--- config.mk ---
export PLATFORM = sky130hd
export DESIGN_NAME = uart_tx
export DESIGN_NICKNAME = d
export VERILOG_FILES = /design/src/rtl/uart_pkg.sv /design/src/rtl/uart_baud_tick.sv /design/src/rtl/uart_tx.sv
export SDC_FILE = /design/constraint.sdc
export NUM_CORES = 1
export LEC_CHECK = 0
export CORE_ASPECT_RATIO = 1.25
export CORE_MARGIN = 2
export CORE_UTILIZATION = 45
export CTS_CLUSTER_DIAMETER = 80
export DETAILED_ROUTE_END_ITERATION = 8
export GPL_TIMING_DRIVEN = 0
export SKIP_CTS_REPAIR_TIMING = 1
export SLEW_MARGIN = 20
export SYNTH_ARGS = -nofsm -noshare
export SYNTH_HDL_FRONTEND = slang
export SYNTH_SLANG_ARGS = --single-unit
--- constraint.sdc ---
create_clock -name CLKip -period 7.3 [get_ports CLKip]
set_clock_uncertainty 0.2 [all_clocks]
set_input_delay 1.825 -clock CLKip [delete_from_list [all_inputs] [get_ports CLKip]]
set_output_delay 1.825 -clock CLKip [all_outputs]
set_load 0.01 [all_outputs]
--- src/rtl/uart_pkg.sv ---
// Shared UART definitions used by both the transmit and receive directions.
// Holds the transmitter state encoding, the minimum usable divisor and the
// line-level constants for an idle line and a start bit.
package uart_pkg;

    typedef enum logic [2:0] {
        TX_IDLE,
        TX_START,
        TX_DATA,
        TX_PARITY,
        TX_STOP
    } tx_state_t;

    // Smallest clocks-per-bit value the bit timing supports; smaller requests
    // are raised to this value when a frame is accepted.
    localparam int MIN_DIV = 2;

    // Line levels: the line rests high and a frame opens with a low start bit.
    localparam logic UART_IDLE  = 1'b1;
    localparam logic UART_START = 1'b0;

endpackage

--- src/rtl/uart_baud_tick.sv ---
// Bit-period timer for the UART. The divisor is captured when a frame
// starts, the counter then runs 0..D-1 while enabled and wraps.
// tick marks the final cycle of a bit period (count == D-1) and pre_tick the
// cycle before it (count == D-2), which lets a caller register an output
// that must be high exactly during the last cycle of a bit.
// D is expected to be at least 2 so the two markers never coincide.
module uart_baud_tick
    import uart_pkg::*;
#(
    parameter int DIV_WDTH = 16
) (
    input  logic                clk,
    input  logic                rst_n,
    input  logic                load,
    input  logic                enable,
    input  logic [DIV_WDTH-1:0] div,
    output logic                tick,
    output logic                pre_tick
);

    logic [DIV_WDTH-1:0] div_q;
    logic [DIV_WDTH-1:0] count;

    // Capture the divisor and restart the count on load, otherwise count
    // through the bit period and wrap to zero on the tick.
    always_ff @(posedge clk or negedge rst_n) begin
        if (!rst_n) begin
            div_q <= DIV_WDTH'(MIN_DIV);
            count <= '0;
        end else if (load) begin
            div_q <= div;
            count <= '0;
        end else if (enable) begin
            if (tick) begin
                count <= '0;
            end else begin
                count <= count + DIV_WDTH'(1);
            end
        end
    end

    assign tick     = (count == (div_q - DIV_WDTH'(1)));
    assign pre_tick = (count == (div_q - DIV_WDTH'(2)));

endmodule

--- src/rtl/uart_tx.sv ---
// UART serial transmitter. Accepts one word per VALIDi/READYo handshake and
// sends it LSB-first on TXo as start bit, data bits, optional parity bit and
// one or two stop bits, each bit lasting max(DIVi, 2) clocks.
// Optional feature macro: UART_TX_PARITY_EN inserts a parity bit after the
// last data bit (even parity, or odd when PARITY_ODD = 1). Without the macro
// there is no parity state and PARITY_ODD has no effect.
module uart_tx
    import uart_pkg::*;
#(
    parameter int DATA_WDTH  = 8,
    parameter int STOP_BITS  = 1,
    parameter int DIV_WDTH   = 16,
    parameter int PARITY_ODD = 0
) (
    input  logic                 CLKip,
    input  logic                 RSTni,
    input  logic [DIV_WDTH-1:0]  DIVi,
    input  logic [DATA_WDTH-1:0] DATAi,
    input  logic                 VALIDi,
    output logic                 READYo,
    output logic                 TXo,
    output logic                 BUSYo,
    output logic                 DONEo
);

    localparam int BIT_W = $clog2(DATA_WDTH + 1);
    localparam logic [BIT_W-1:0] LAST_BIT = BIT_W'(DATA_WDTH - 1);
    localparam logic LAST_STOP = 1'(STOP_BITS - 1);

    // Reject configurations the frame logic was not built for.
    if (DATA_WDTH < 5 || DATA_WDTH > 9) begin : g_bad_data_wdth
        $error("uart_tx: DATA_WDTH must be 5..9");
    end
    if (STOP_BITS < 1 || STOP_BITS > 2) begin : g_bad_stop_bits
        $error("uart_tx: STOP_BITS must be 1 or 2");
    end
    if (PARITY_ODD < 0 || PARITY_ODD > 1) begin : g_bad_parity_odd
        $error("uart_tx: PARITY_ODD must be 0 or 1");
    end

    tx_state_t            state;
    logic [DATA_WDTH-1:0] shift_q;
    logic [BIT_W-1:0]     bit_cnt;
    logic                 stop_cnt;
    logic                 tx_q;
    logic                 ready_q;
    logic                 busy_q;
    logic                 done_q;
    logic                 transfer;
    logic                 tick;
    logic                 pre_tick;
    logic [DIV_WDTH-1:0]  div_clamped;

    assign transfer    = VALIDi && ready_q;
    assign div_clamped = (DIVi < DIV_WDTH'(MIN_DIV)) ? DIV_WDTH'(MIN_DIV) : DIVi;

    uart_baud_tick #(
        .DIV_WDTH (DIV_WDTH)
    ) u_baud (
        .clk      (CLKip),
        .rst_n    (RSTni),
        .load     (transfer),
        .enable   (state != TX_IDLE),
        .div      (div_clamped),
        .tick     (tick),
        .pre_tick (pre_tick)
    );

`ifdef UART_TX_PARITY_EN
    logic parity_q;

    // Parity of the whole word, taken at acceptance before any shifting.
    always_ff @(posedge CLKip or negedge RSTni) begin
        if (!RSTni) begin
            parity_q <= 1'b0;
        end else if (transfer) begin
            parity_q <= (^DATAi) ^ (PARITY_ODD != 0);
        end
    end
`endif

    // Frame sequencer: every output is a flop, so each bit is set up on the
    // edge that starts it; DONEo is raised one cycle ahead via pre_tick so it
    // sits on the final cycle of the last stop bit.
    always_ff @(posedge CLKip or negedge RSTni) begin
        if (!RSTni) begin
            state    <= TX_IDLE;
            shift_q  <= '0;
            bit_cnt  <= '0;
            stop_cnt <= 1'b0;
            tx_q     <= UART_IDLE;
            ready_q  <= 1'b0;
            busy_q   <= 1'b0;
            done_q   <= 1'b0;
        end else begin
            done_q <= 1'b0;
            case (state)
                TX_IDLE: begin
                    ready_q <= 1'b1;
                    busy_q  <= 1'b0;
                    tx_q    <= UART_IDLE;
                    if (transfer) begin
                        state    <= TX_START;
                        shift_q  <= DATAi;
                        bit_cnt  <= '0;
                        stop_cnt <= 1'b0;
                        ready_q  <= 1'b0;
                        busy_q   <= 1'b1;
                        tx_q     <= UART_START;
                    end
                end
                TX_START: begin
                    if (tick) begin
                        state   <= TX_DATA;
                        tx_q    <= shift_q[0];
                        shift_q <= shift_q >> 1;
                        bit_cnt <= '0;
                    end
                end
                TX_DATA: begin
                    if (tick) begin
                        if (bit_cnt == LAST_BIT) begin
`ifdef UART_TX_PARITY_EN
                            state <= TX_PARITY;
                            tx_q  <= parity_q;
`else
                            state    <= TX_STOP;
                            tx_q     <= UART_IDLE;
                            stop_cnt <= 1'b0;
`endif
                        end else begin
                            tx_q    <= shift_q[0];
                            shift_q <= shift_q >> 1;
                            bit_cnt <= bit_cnt + BIT_W'(1);
                        end
                    end
                end
`ifdef UART_TX_PARITY_EN
                TX_PARITY: begin
                    if (tick) begin
                        state    <= TX_STOP;
                        tx_q     <= UART_IDLE;
                        stop_cnt <= 1'b0;
                    end
                end
`endif
                TX_STOP: begin
                    if (pre_tick && (stop_cnt == LAST_STOP)) begin
                        done_q <= 1'b1;
                    end
                    if (tick) begin
                        if (stop_cnt == LAST_STOP) begin
                            state   <= TX_IDLE;
                            ready_q <= 1'b1;
                            busy_q  <= 1'b0;
                        end else begin
                            stop_cnt <= 1'b1;
                        end
                    end
                end
                default: begin
                    state   <= TX_IDLE;
                    tx_q    <= UART_IDLE;
                    ready_q <= 1'b0;
                    busy_q  <= 1'b0;
                end
            endcase
        end
    end

    assign READYo = ready_q;
    assign TXo    = tx_q;
    assign BUSYo  = busy_q;
    assign DONEo  = done_q;

endmodule

Yosys cells after proc, flatten, opt, wreduce, memory -nomap -nowiden
Index checks and enable logic that the tools add are counted.
{"block": "classes", "addsub": 4, "magnitude_cmp": 1, "eq_ne": 13, "n_mux": 41, "n_bitwise": 3, "n_reduce_logical": 13}
{"operator": "$mux 16", "n": 4}
{"operator": "$eq 16x16->1", "n": 2}
{"operator": "$mux 8", "n": 4}
{"operator": "$pmux 8 s3", "n": 1}
{"operator": "$mux 3", "n": 6}
{"operator": "$add 16x1->16 const B", "n": 1}
{"operator": "$lt 16x2->1 const B", "n": 1}
{"operator": "$mux 1", "n": 16}
{"operator": "$mux 4", "n": 4}
{"operator": "$sub 16x1->16 const B", "n": 1}
{"operator": "$sub 16x2->16 const B", "n": 1}
{"operator": "$ne 2x2->1 const B", "n": 7}
{"operator": "$pmux 3 s4", "n": 1}
{"operator": "$pmux 4 s3", "n": 1}
{"operator": "$reduce_and 5->1", "n": 2}
{"operator": "$pmux 1 s3", "n": 3}
{"operator": "$reduce_bool 3->1", "n": 3}
{"operator": "$reduce_and 3->1", "n": 2}
{"operator": "$reduce_and 6->1", "n": 1}
{"operator": "$add 4x1->4 const B", "n": 1}
{"operator": "$eq 4x3->1 const B", "n": 1}
{"operator": "$pmux 1 s4", "n": 1}
{"operator": "$eq 3x1->1 const B", "n": 1}
{"operator": "$eq 3x2->1 const B", "n": 1}
{"operator": "6 further kinds", "n": 9}
{"block": "word_totals", "reg_bits": 52, "inputBits": 27}

Logic depth before layout (Yosys ltp)
Gate-level depths: netlist of run 1.
{"block": "logic_depth", "word_depth": 5, "mapped_depth": 11}

Hierarchy
A second synthesis of run 1 with hierarchy kept.
{"block": "unflattened", "hier_cells": 395, "area_unflattened_um2": 3627.2}
{"module": "uart_baud_tick", "instances": 1, "cells_each": 280, "area_per_inst_um2": 2462.4, "seq_area_each_um2": 802.0}
{"module": "uart_tx", "instances": 1, "cells_each": 115, "area_per_inst_um2": 1164.9, "seq_area_each_um2": 476.7}

Worst setup path after synthesis of run 1
No wires, ideal clock.
{"block": "synth_timing", "path_kind": "input to register", "start": "in VALIDi", "end": "reg shift_q[0]", "setup_ps": 121, "arrival_time_ps": 3019, "t_required_ps": 6979, "setup_slack_ps": 3959, "stages": 7, "path_buffers": 2, "path_cell_list": "and2_1 > clkbuf_1 > o21bai_1 > a21o_1 > buf_1 > a21oi_4 > o22a_1"}
{"block": "synth_between", "elab_chain_cells": 3}
{"item": "start, declared", "line_no": "uart_tx.sv:19", "source": "input logic VALIDi,"}
{"item": "$logic_and 1x1->1", "line_no": "uart_tx.sv:54", "source": "assign transfer = VALIDi && ready_q;"}
{"item": "$ne 2x2->1 (no line)"}
{"item": "$reduce_and 5->1 (no line)"}
{"item": "end signal, assigned", "line_no": "uart_tx.sv:104", "source": "shift_q <= DATAi;"}
{"item": "end signal, assigned", "line_no": "uart_tx.sv:116", "source": "shift_q <= shift_q >> 1;"}
{"item": "end signal, assigned", "line_no": "uart_tx.sv:133", "source": "shift_q <= shift_q >> 1;"}
{"item": "end, declared", "line_no": "uart_tx.sv:42", "source": "logic [DATA_WDTH-1:0] shift_q;"}
No other way between the ends.
A chain may end at the register's enable or synchronous reset.

Worst setup path after layout of run 1
{"block": "layout_timing", "start": "in VALIDi", "end": "reg shift_q[4]"}
The elaborated chain is that of the path after synthesis.

==> results of run 1 <==
## cells in the mapped netlist, types with 8 or more instances
library cell  instances
nand3_1              28
xnor2_1              13
dfrtp_1              49
a31oi_1               9
inv_1                13
a21oi_1              25
mux2i_1               8
nand2_1              55
clkbuf_1             22
o21ai_0              18
nor2_1               37
and3_1                9
nor3_1               11
xor2_1               15
## cell type report
class	count	area, um^2
multi-input combinational	337	2140
fill	757	3670
sequential	51	1280
tap	95	119
clock buffer	5	68.8
clock inverter	3	23.8
timing repair buffer	30	298
buffer	32	141
inverter	13	48.8
## state kept, by name, indices dropped and copies added (netlist names)
| signal | flops |
|---|---|
| TXo | 1 |
| u_baud.count | 16 |
| bit_cnt | 4 |
| BUSYo | 1 |
| shift_q | 8 |
| DONEo | 1 |
| READYo | 1 |
| state | 3 |
| u_baud.div_q | 16 |
## layout by cell type (no fill, tap or decap), types with 8 or more instances in the layout
cell type,netlist,layout
a21oi_1,25,25
a31oi_1,9,9
and3_1,9,9
clkbuf_1,22,22
clkdlybuf4s50_1,0,29
dfrtp_1,49,49
inv_1,13,13
mux2i_1,8,8
nand2_1,55,55
nand3_1,28,28
nor2_1,37,37
nor3_1,11,11
o21ai_0,18,18
xnor2_1,13,13
xor2_1,15,15
## final timing paths
path / to / slack, ns / cells past startpoint
setup / recovery: shift_q[4] / 3.50 / 8
hold / removal: u_baud.div_q[15] / 0.32 / 2
setup reg to reg: shift_q[7] / 3.56 / 10
hold reg to reg: u_baud.div_q[15] / 0.32 / 2
max in group asynchronous: u_baud.count[9] / 5.10 / 1
min in group asynchronous: u_baud.div_q[13] / 1.33 / 1
## critical path, stage by stage
cell             delay [ns]
clkdlybuf4s50_1        0.42
and2_1                 0.16
clkbuf_1               0.20
o21bai_1               0.28
a21o_1                 0.15
buf_1                  0.42
a21oi_4                0.12
o22a_1                 0.25
## power breakdown
part	internal (mW)	switching, mW
Sequential	0.366	0.0773
Clock	0.0689	0.107
Combinational	0.273	0.387
Total	0.707	0.571
## per-stage QoR
step / util [%] / total power [mW] / hold WS (ns) / instances
floorplan: - / 0.929 / 0.265 / 433
global placement: 51.7 / 1.09 / 0.286 / 558
detailed placement: 51.7 / 1.11 / 0.284 / 558
CTS: 52.9 / 1.29 / 0.318 / 566
global route: 52.9 / 1.38 / 0.329 / 566
finish: 52.9 / 1.28 / 0.317 / 566
## cell families after synthesis
family          after synthesis  share of synthesized area [%]
simple gates                192                           27.6
xor+xnor                     28                           6.79
fa+ha+maj                     4                           1.39
flops                        51                           35.4
buf+inv                      45                           5.27
mux                          11                           3.15
compound gates              102                           20.4
## layer usage
layer	part of all wire (%)	vias to the layer above	track usage, %	routed length, um
li1	-	1630	-	-
met1	42	1603	26.1	3910
met2	54	63	41.3	5060
met3	2.8	7	2.30	257
met4	1.1	0	5.41	106
met5	0	-	0	0
==> flow_metrics.tcl, run 1 <==
set metrics [dict create \
    crit-reg2reg-launch "u_baud.div_q[2]" \
    cp.arrival_ns 3.82 \
    end_kind "register" \
    rsz0062_at_grt "no" \
    vias 3303 \
    start_kind "primary input" \
    cts_tree "done" \
    post-route-period-util_pct 52.1 \
    slew_headroom_pct 42.4 \
    yosysTopAreaCell "dfrtp_1" \
    clock_path_buffers 2 \
    worstHoldPathType "register to register" \
    grt_pass1_wl_um 15700 \
    finalHoldViolCount 0 \
    antenna_found_initial 0 \
    cap_violations 0 \
    crit_type "primary input to register" \
    worstHoldStart "u_baud.div_q[15]" \
    grtUsageTotal_pct 21.9 \
    fmax_mhz 263 \
    setup_tns_ns 0 \
    async_flop_share_pct 100 \
    start_util_pct 46.3 \
    drcViolationCount 0 \
    core_area_um2 7790 \
    dr.pass1.iters 5 \
    netlist_area_um2 3610 \
    postRouteAntennaNets 0 \
    critical_path_required_ns 7.32 \
    synth_cells 433 \
    dp_hpwl_um 7040 \
    powerDensity_nw_per_um2 310 \
    status "complete, no violations" \
    tightestPinTransition_ns 0.864 \
    yosysTopAreaCellShare_pct 34.0 \
    wl_um 9330 \
    yosysWarnings 0 \
    layout_setup_ws_ns 3.50 \
    worstPathMaxFanout 10 \
    avgSynthCellArea_um2 8.34 \
    cts_sinks 51 \
    drt_iter0_drc 169 \
    crit_start "VALIDi" \
    insertion_delay_ns 0.32 \
    cts_max_level 2 \
    grt_max_degree 52 \
    area_growth_pct 14.1 \
    fp.dieH_um 104 \
    worst_ir_drop_vdd_mv 0.166 \
    cts_root_buf "clkbuf_8" \
    synth-seq-area-share_pct 35.4 \
    numCtsBuffers 5 \
    dp_slack_ns 3.14 \
    die_x_um 84.1 \
    numPortBuffers 30 \
    clk_pin_slew_ns 0.11 \
    drv_slew 0 \
    finalCriticalPeriod_ns 3.80 \
    gp_congestion 0.879 \
    grt_overflow_total 0 \
    drive_gt1_share_pct 7.64 \
    die_area_um2 8760 \
    yosys-top-cells-area "dfrtp_1 34%, nand2_1 5.7%, nand3_1 3.9%" \
    setup_violations 0 \
    synth_cell_types 61 \
    post_dp_cell_area_um2 4030 \
    ios 31 \
    fin_nets 501 \
    rows 36 \
    synth_edf_count 0 \
    post_drt_wl_per_cell_um 16.5 \
    synth_ff_type "dfrtp_1" \
    syn_nets 464 \
    stdcell_area_um2 4120 \
    n_antenna_cell 0 \
    ys_ff_latch 51 \
    via_per_inst 5.84 \
    grt_pass1_vias 3221 \
    power_leakage_nw 1.65 \
]
(Power assumes the default switching activity.)
==> inputs of run 2 (changes only) <==
PLACE_DENSITY = 0.67   (was default)
clock period = 3.1 ns   (was 7.3 ns; I/O delays follow)
==> run 2 against run 1 <==
Effect of this change: cell count up 3.5%; sequential share of layout area is 2.5 points lower; largest cell class unchanged; first-iteration DRC count up 3.6%; worst hold slack worse by 0.028 ns; non-clock buffer count increased by 20; clock power rose by 130%; setup slack got worse by 3.5 ns; critical endpoint is now u_baud.count[9]; the flow now finishes with violations (design-rule violations, negative setup slack).
==> flow_metrics.tcl, run 2 (synthesized netlist as in run 1, its figures left out) <==
set metrics [dict create \
    die_x_um 84.1 \
    total_power_mw 3.29 \
    rsz0062_at_grt "yes" \
    end_kind "register" \
    slew_headroom_pct 42.3 \
    r2r_slack_ns -0.05 \
    n_antenna_cell 0 \
    fin_nets 521 \
    finalHoldViolCount 0 \
    num-fill-cells 706 \
    worstPathMaxFanout 6 \
    grt_max_degree 52 \
    cts_max_level 2 \
    wl_um 9670 \
    start_util_pct 46.3 \
    wl_met1_um 4040 \
    drv_slew 0 \
    status "finished, violations left" \
    critical_path_required_ns 3.08 \
    postRouteAntennaNets 0 \
    power_leakage_nw 1.81 \
    grt_overflow_total 0 \
    final_common_cell "nand2_1" \
    powerDensity_nw_per_um2 732 \
    grt_pass1_vias 3413 \
    layout_setup_ws_ns -0.0540 \
    grtUsageTotal_pct 21.8 \
    dp_hpwl_um 6890 \
    gp_congestion 0.879 \
    worst_ir_drop_vdd_mv 0.448 \
    wl_met3_um 318 \
    numPortBuffers 30 \
    dr.pass1.iters 8 \
    cts_root_buf "clkbuf_8" \
    reg2regPathDepth 11 \
    worstHoldPathType "primary input to async pin" \
    rr_endpoint "u_baud.count[9]" \
    cts_tree "done" \
    post_drt_wl_per_cell_um 16.5 \
    reg_top3 "u_baud.count x16, u_baud.div_q x16, shift_q x8" \
    crit_type "register to register" \
    cp.arrival_ns 3.14 \
    via_per_inst 5.97 \
    setup_tns_ns -0.389 \
    grt_pass1_wl_um 15900 \
    antenna_found_initial 0 \
    numCtsBuffers 5 \
    drive_gt1_share_pct 18.5 \
    clk_pin_slew_ns 0.10 \
    setup_violations 17 \
    tightestPinTransition_ns 0.865 \
    drcViolationCount 2 \
    finalCriticalPeriod_ns 3.15 \
    final_cell_mix "54 x nand2_1, 45 x dfrtp_1, 37 x nor2_1" \
    insertion_delay_ns 0.31 \
    met2_length_um 4980 \
    routed.top_layer "met4" \
    fp.dieH_um 104 \
    ios 31 \
    violations "design-rule violations, negative setup slack" \
    rows 36 \
    drt_iter0_drc 175 \
    crit-reg2reg-launch "u_baud.div_q[2]" \
    area_growth_pct 24.6 \
    core_area_um2 7790 \
    post-route-period-util_pct 102 \
    fmax_mhz 317 \
    start_kind "register" \
    vias 3497 \
    die_area_um2 8760 \
    cap_violations 0 \
    cts_sinks 51 \
    clock_path_buffers 2 \
]
[run 2: cell types whose count changed in the layout (fill, tap and decap cells not counted), sizes merged]
| cell | before | now |
|---|---|---|
| buf | 11 | 32 |
| clkbuf | 27 | 26 |
[run 2: report_power, final]
group          total [mW]  internal [mW]  switching, mW
logic                1.82          0.809           1.01
clock network       0.410          0.162          0.248
registers            1.06          0.867          0.195
[run 2: through the flow]
step | cells | util (%) | setup slack [ns] | area [um^2] | hold WS (ns)
4_1_cts | 566 | 52.9 | -0.589 | 4120 | 0.321
6_report | 586 | 57.7 | -0.0540 | 4500 | 0.289
3_3_place_gp | 558 | 51.7 | -0.550 | 4030 | 0.284
2_1_floorplan | 433 | - | 0.0185 | 3610 | 0.265
5_1_grt | 586 | 57.7 | -0.176 | 4500 | 0.348
3_5_place_dp | 558 | 51.7 | -0.580 | 4030 | 0.296
[run 2: area by class of cell]
class                      count  area [um^2]  area share, %
sequential                    51         1280           28.5
clock buffer                   5         68.8           1.53
buffer                        31          150           3.34
tap                           95          119           2.64
inverter                      13         48.8           1.08
timing repair buffer          51          468           10.4
clock inverter                 3         23.8          0.529
multi-input combinational    337         2340           51.9
[run 2: per-layer routing]
metal  vias to the layer above  track usage (%)
li1                       1667                -
met1                      1702             26.0
met2                        98             38.6
met3                        30             3.33
met4                         0             8.76
met5                         -                0
[run 2: critical path: stages, from the launching register on]
cell and delay [ns]:
dfrtp_1 0.43, inv_2 0.10, ha_4 0.12, buf_6 0.10, nor4b_4 0.40, nand3_2 0.17
mux2_4 0.33, o21ba_4 0.22, a2111o_2 0.55, buf_6 0.17, a31oi_1 0.13, mux2i_1 0.10
[run 2: how the worst max path moves through the flow]
stage / cells past startpoint / startpoint / slack, ns / to
floorplan: 10 / u_baud.div_q[2] / 0.02 / u_baud.count[1]
global placement: 1 / RSTni / -0.55 / shift_q[2]
detailed placement: 10 / u_baud.div_q[2] / -0.58 / shift_q[7]
CTS: 10 / u_baud.div_q[2] / -0.59 / shift_q[7]
global route: 11 / u_baud.div_q[2] / -0.18 / u_baud.count[9]
finish: 11 / u_baud.div_q[2] / -0.05 / u_baud.count[9]
==> inputs of run 3 (changes only) <==
PLACE_DENSITY = 0.63   (was 0.67)
==> run 3 against run 2 <==
Effect of this change: the flow finishes with violations (negative setup slack); cell count fell by 0.17%; sequential cell count did not move; utilization fell by 0.21 points; via count fell by 2.6%; critical path depth did not move; critical endpoint is now u_baud.count[6].
==> flow_metrics.tcl, run 3 (synthesized netlist as in run 1, its figures left out) <==
set metrics [dict create \
    core_area_um2 7790 \
    die_area_um2 8760 \
    gp_congestion 0.869 \
    num-fill-cells 723 \
    wl_um 9580 \
    final_common_cell "nand2_1" \
    cts_tree "done" \
    numPortBuffers 30 \
    critical_path_required_ns 3.09 \
    violations "negative setup slack" \
    drive_gt1_share_pct 17.8 \
    crit_type "register to register" \
    grt_pass1_wl_um 15400 \
    fin_nets 520 \
    grtUsageTotal_pct 21.4 \
    powerDensity_nw_per_um2 722 \
    cp.arrival_ns 3.18 \
    holdWs_ns 0.281 \
    postRouteAntennaNets 0 \
    status "finished, violations left" \
    stdcell_area_um2 4480 \
    die_x_um 84.1 \
    grt_pass1_vias 3230 \
    placed_cells 558 \
    reg_top3 "u_baud.count x16, u_baud.div_q x16, shift_q x8" \
    utilization_pct 57.5 \
    finalHoldViolCount 0 \
    cts_root_buf "clkbuf_8" \
    cts_max_level 2 \
    n_antenna_cell 0 \
    clk_pin_slew_ns 0.09 \
    post_dp_cell_area_um2 4030 \
    clock_path_buffers 2 \
    rsz0062_at_grt "yes" \
    dr.pass1.iters 4 \
    setup_violations 23 \
    drt_iter0_drc 172 \
    insertion_delay_ns 0.31 \
    finalCriticalPeriod_ns 3.19 \
    slew_headroom_pct 41.8 \
    antenna_found_initial 0 \
    vias 3407 \
    worst_ir_drop_vdd_mv 0.393 \
    fp.dieH_um 104 \
    finalNonFillerCells 585 \
    drcViolationCount 0 \
    area_growth_pct 24.1 \
    layout_setup_ws_ns -0.0876 \
    start_util_pct 46.3 \
    grt_max_degree 52 \
    power_leakage_nw 1.79 \
    cap_violations 0 \
    ios 31 \
    cts_sinks 51 \
    numCtsBuffers 5 \
    rows 36 \
    start_kind "register" \
    drv_slew 0 \
    post-route-period-util_pct 103 \
    tightestPinTransition_ns 0.873 \
    dp_hpwl_um 6960 \
    post_drt_wl_per_cell_um 16.4 \
    total_power_mw 3.24 \
    final_cell_mix "54 x nand2_1, 46 x dfrtp_1, 36 x nor2_1" \
    worstPathMaxFanout 7 \
    fmax_mhz 314 \
    via_per_inst 5.82 \
    worstHoldPathType "primary input to async pin" \
    grt_overflow_total 0 \
    end_kind "register" \
]
## run 3: worst max-delay path, stage by stage, from the launching register on
cell and delay (ns):
dfrtp_1 0.40, inv_2 0.08, ha_4 0.13, buf_6 0.10, or4b_4 0.46, or4_4 0.50, nand3_4 0.10, o211ai_1 0.16
a2111o_2 0.52, buf_6 0.20, a31oi_4 0.11, mux2i_1 0.10
## run 3: final timing paths
| kind | from | end | slack (ns) | cells past startpoint |
|---|---|---|---|---|
| setup reg to reg | u_baud.div_q[2] | u_baud.count[6] | -0.09 | 11 |
| hold / removal | RSTni | u_baud.div_q[13] | 0.28 | 1 |
| max in group asynchronous | RSTni | u_baud.div_q[0] | 1.95 | 1 |
| min in group CLKip | bit_cnt[0] | bit_cnt[0] | 0.32 | 1 |
| setup / recovery | u_baud.div_q[2] | u_baud.count[6] | -0.09 | 11 |
| hold reg to reg | bit_cnt[0] | bit_cnt[0] | 0.32 | 1 |
## run 3: cell type report
class | instances | area, um^2 | share of cell area (%)
tap | 95 | 119 | 2.65
clock buffer | 5 | 68.8 | 1.54
multi-input combinational | 337 | 2340 | 52.3
sequential | 51 | 1280 | 28.6
buffer | 31 | 150 | 3.35
clock inverter | 3 | 15.0 | 0.335
timing repair buffer | 50 | 455 | 10.2
inverter | 13 | 48.8 | 1.09
## run 3: metrics by stage
stage,worst slack [ns],setup TNS [ns]
2_1_floorplan,0.0185,0
3_3_place_gp,-0.560,-38.68
3_5_place_dp,-0.558,-12.09
4_1_cts,-0.578,-12.91
5_1_grt,-0.209,-4.13
6_report,-0.0876,-1.23
## run 3: report_power, final
| group | internal [mW] | switching, mW | leakage, nW |
|---|---|---|---|
| clock network | 0.155 | 0.228 | 0.0477 |
| logic | 0.799 | 1.00 | 1.10 |
| registers | 0.866 | 0.189 | 0.643 |
| total | 1.82 | 1.42 | 1.79 |
## run 3: layer usage
metal	routed length, um	GRT usage, %
met3	300	2.54
met4	210	6.34
met5	0	0
met1	4020	26.4
met2	5050	38.7
==> RTL edit, RTL diff (config.mk and constraints of run 3) <==
Re-encode `tx_state_t` (5 states) as one-hot, 5 bits wide.
--- a/src/rtl/uart_pkg.sv
+++ b/src/rtl/uart_pkg.sv
@@ -4,10 +4,10 @@
 package uart_pkg;
 
-    typedef enum logic [2:0] {
-        TX_IDLE,
-        TX_START,
-        TX_DATA,
-        TX_PARITY,
-        TX_STOP
+    typedef enum logic [4:0] {
+        TX_IDLE   = 5'b00001,
+        TX_START  = 5'b00010,
+        TX_DATA   = 5'b00100,
+        TX_PARITY = 5'b01000,
+        TX_STOP   = 5'b10000
     } tx_state_t;
 
Formal check against the unedited RTL: no difference found for any inputs over 10 cycles, from zero or initial values and one cycle with RSTni low; not proved beyond that.
==> RTL edit against run 3 <==
  * Setup slack gained 0.18 ns
  * Critical path depth is the same
  * Count of clock-buffer cells in the layout unchanged
  * Combinational power is 6% lower
  * First-iteration DRC count decreased by 13%
  * Wire length fell by 11%
  * Sequential cell count rose by 1
  * Power up 1.6%
  * Design area is 7.8% lower
  * Sequential share of layout area grew 3.1 points
  * Maximum frequency increased by 6.0%
  * Synthesized cell count is 13% lower
  * Synthesized area shrank 5.1%
  * Final cell count decreased by 12%
  * Critical endpoint is now bit_cnt[1]
==> RTL edit: results (changes against run 3) <==
CELLLEAKAGEPOWER_uW=0.001676  # -6.2%
NUM_ANTENNA_CELLS=0  # unchanged
RRSETUPSLACK_NS=0.09  # +0.18 ns
DP.FINAL_HPWL_MM=6.055  # -13%
DR_WL_MET2_MM=4.503  # -11%
SYNTH_XOR_AREA_SHARE_PCT=11.50  # +4.7 points
DRT-TOTAL-WL_MM=8.555  # -11%
GR-USAGE-MET2_PCT=38.52  # -0.14 points
DRTPASS1ITERATIONS=5  # +1
CPLARGESTDELAYFAMILY='multiplexers'
STATUS='complete, no violations'
GRT.TOTAL_USAGE_PCT=21.30  # -0.094 points
CRIT_PATH_MAX_INCR_DELAY_NS=0.60  # +0.08 ns
YS_SEQ_AREA_SHARE_PCT=38.09  # +2.7 points
NUM-NETS-FINAL=452  # -13%
IR_WORST_VDD_uV=406.8  # +3.5%
M1WIRELENGTH_MM=3.605  # -10%
STARTPOINT='u_baud.div_q[1]'
INITIALDRTVIOLATIONCOUNT=150  # -13%
WORSTREG2REGEND='bit_cnt[1]'
YOSYS.AREA_SHARE.ADDER_PCT=1.461  # +0.075 points
POST_ROUTE_CELLS_DRIVE_ABOVE_1_SHARE_PCT=19.43  # +1.7 points
GP_ROUTABILITY_CONGESTION=0.8742  # +0.58%
MULTIPLEXER_SHARE_OF_THE_SYNTHESIZED_AREA_PCT=7.085  # +3.9 points
DETAILROUTE.VIA_COUNT=2927  # -14%
CRITICAL_PATH_CELL_WITH_THE_HIGHEST_STAGE_DELAY='sky130_fd_sc_hd__dfstp_2'
MAX_SLEW_MARGIN_PCT=49.53  # +7.8 points
GROUTE.LAYER.MET3.USAGE_PCT=3.565  # +1.0 points
SHARE_OF_THE_SYNTHESIZED_AREA_IN_COMPOUND_GATES_AO_OA_AOI_OAI_PCT=14.68  # -5.7 points
GROUTE.LAYER.MET1.USAGE_PCT=25.21  # -1.2 points
GRT_FIRST_PASS_WIRELENGTH_MM=13.63  # -11%
SYNTHTOPCELLSBYAREA='sky130_fd_sc_hd__dfrtp_1 (36%), sky130_fd_sc_hd__xor2_1 (6.1%), sky130_fd_sc_hd__xnor2_1 (5.4%)'
WORST-ENDPOINT-ARRIVAL_NS=3.02  # -0.16 ns
NETLIST-CELL-TYPE-COUNT=63  # +3.3%
PRECTSSETUPSLACK_NS=-0.4386  # +0.1194 ns
GRT_MAX_DEGREE=53  # +1.9%
PATH_MAX_FANOUT=9  # +2
[RTL edit: cell count changes in the layout (fill, tap and decap cells not counted), sizes merged, moves of 8 or more]
cell,delta
mux2,+15
xnor2,+8
a21oi,-17
nand2,-31
xor2,+9
nand3,-16
buf,-13
[RTL edit: how the worst max path moves through the flow]
stage	to	slack, ns	cells after the start
2_1_floorplan	bit_cnt[0]	0.16	12
3_3_place_gp	shift_q[2]	-0.62	1
3_5_place_dp	u_baud.count[6]	-0.44	12
4_1_cts	u_baud.count[11]	-0.47	12
5_1_grt	bit_cnt[1]	0.003	11
6_report	bit_cnt[1]	0.09	11
[RTL edit: kinds of logic after synthesis]
| kind of cell | Yosys count |
|---|---|
| AO/OA/AOI/OAI | 69 |
| buffers and inverters | 39 |
| multiplexers | 22 |
| XOR/XNOR | 45 |
| adder cells (fa/ha/maj) | 4 |
| AND/OR/NAND/NOR | 144 |
| flip-flops | 52 |
[RTL edit: cell type report]
cell class | instances | area (um^2)
plain buffers | 23 | 115.1
clock buffers | 5 | 68.82
clock inverters | 3 | 42.54
fillers | 682 | 3267
inverters | 14 | 55.05
multi-input cells | 284 | 2046
flip-flops and latches | 52 | 1311
well taps | 92 | 115.1
repair buffers | 41 | 380.4
[RTL edit: metrics by stage]
stage / hold slack (ns) / util [%] / cells / setup TNS (ns) / instance area (um^2)
after floorplan: 0.2667 / - / 375 / 0 / 3426
after global placement: 0.2849 / 51.90 / 497 / -38.64 / 3841
after detailed placement: 0.2899 / 51.87 / 497 / -10.65 / 3839
after CTS: 0.3181 / 53.37 / 505 / -11.29 / 3950
after global routing: 0.3465 / 55.86 / 514 / 0 / 4134
final: 0.2866 / 55.86 / 514 / 0 / 4134
[RTL edit: where the power goes]
part	internal, uW	total, uW	switching (uW)
Combinational	776	1700	928
Sequential	903	1100	193
Clock	240	489	249
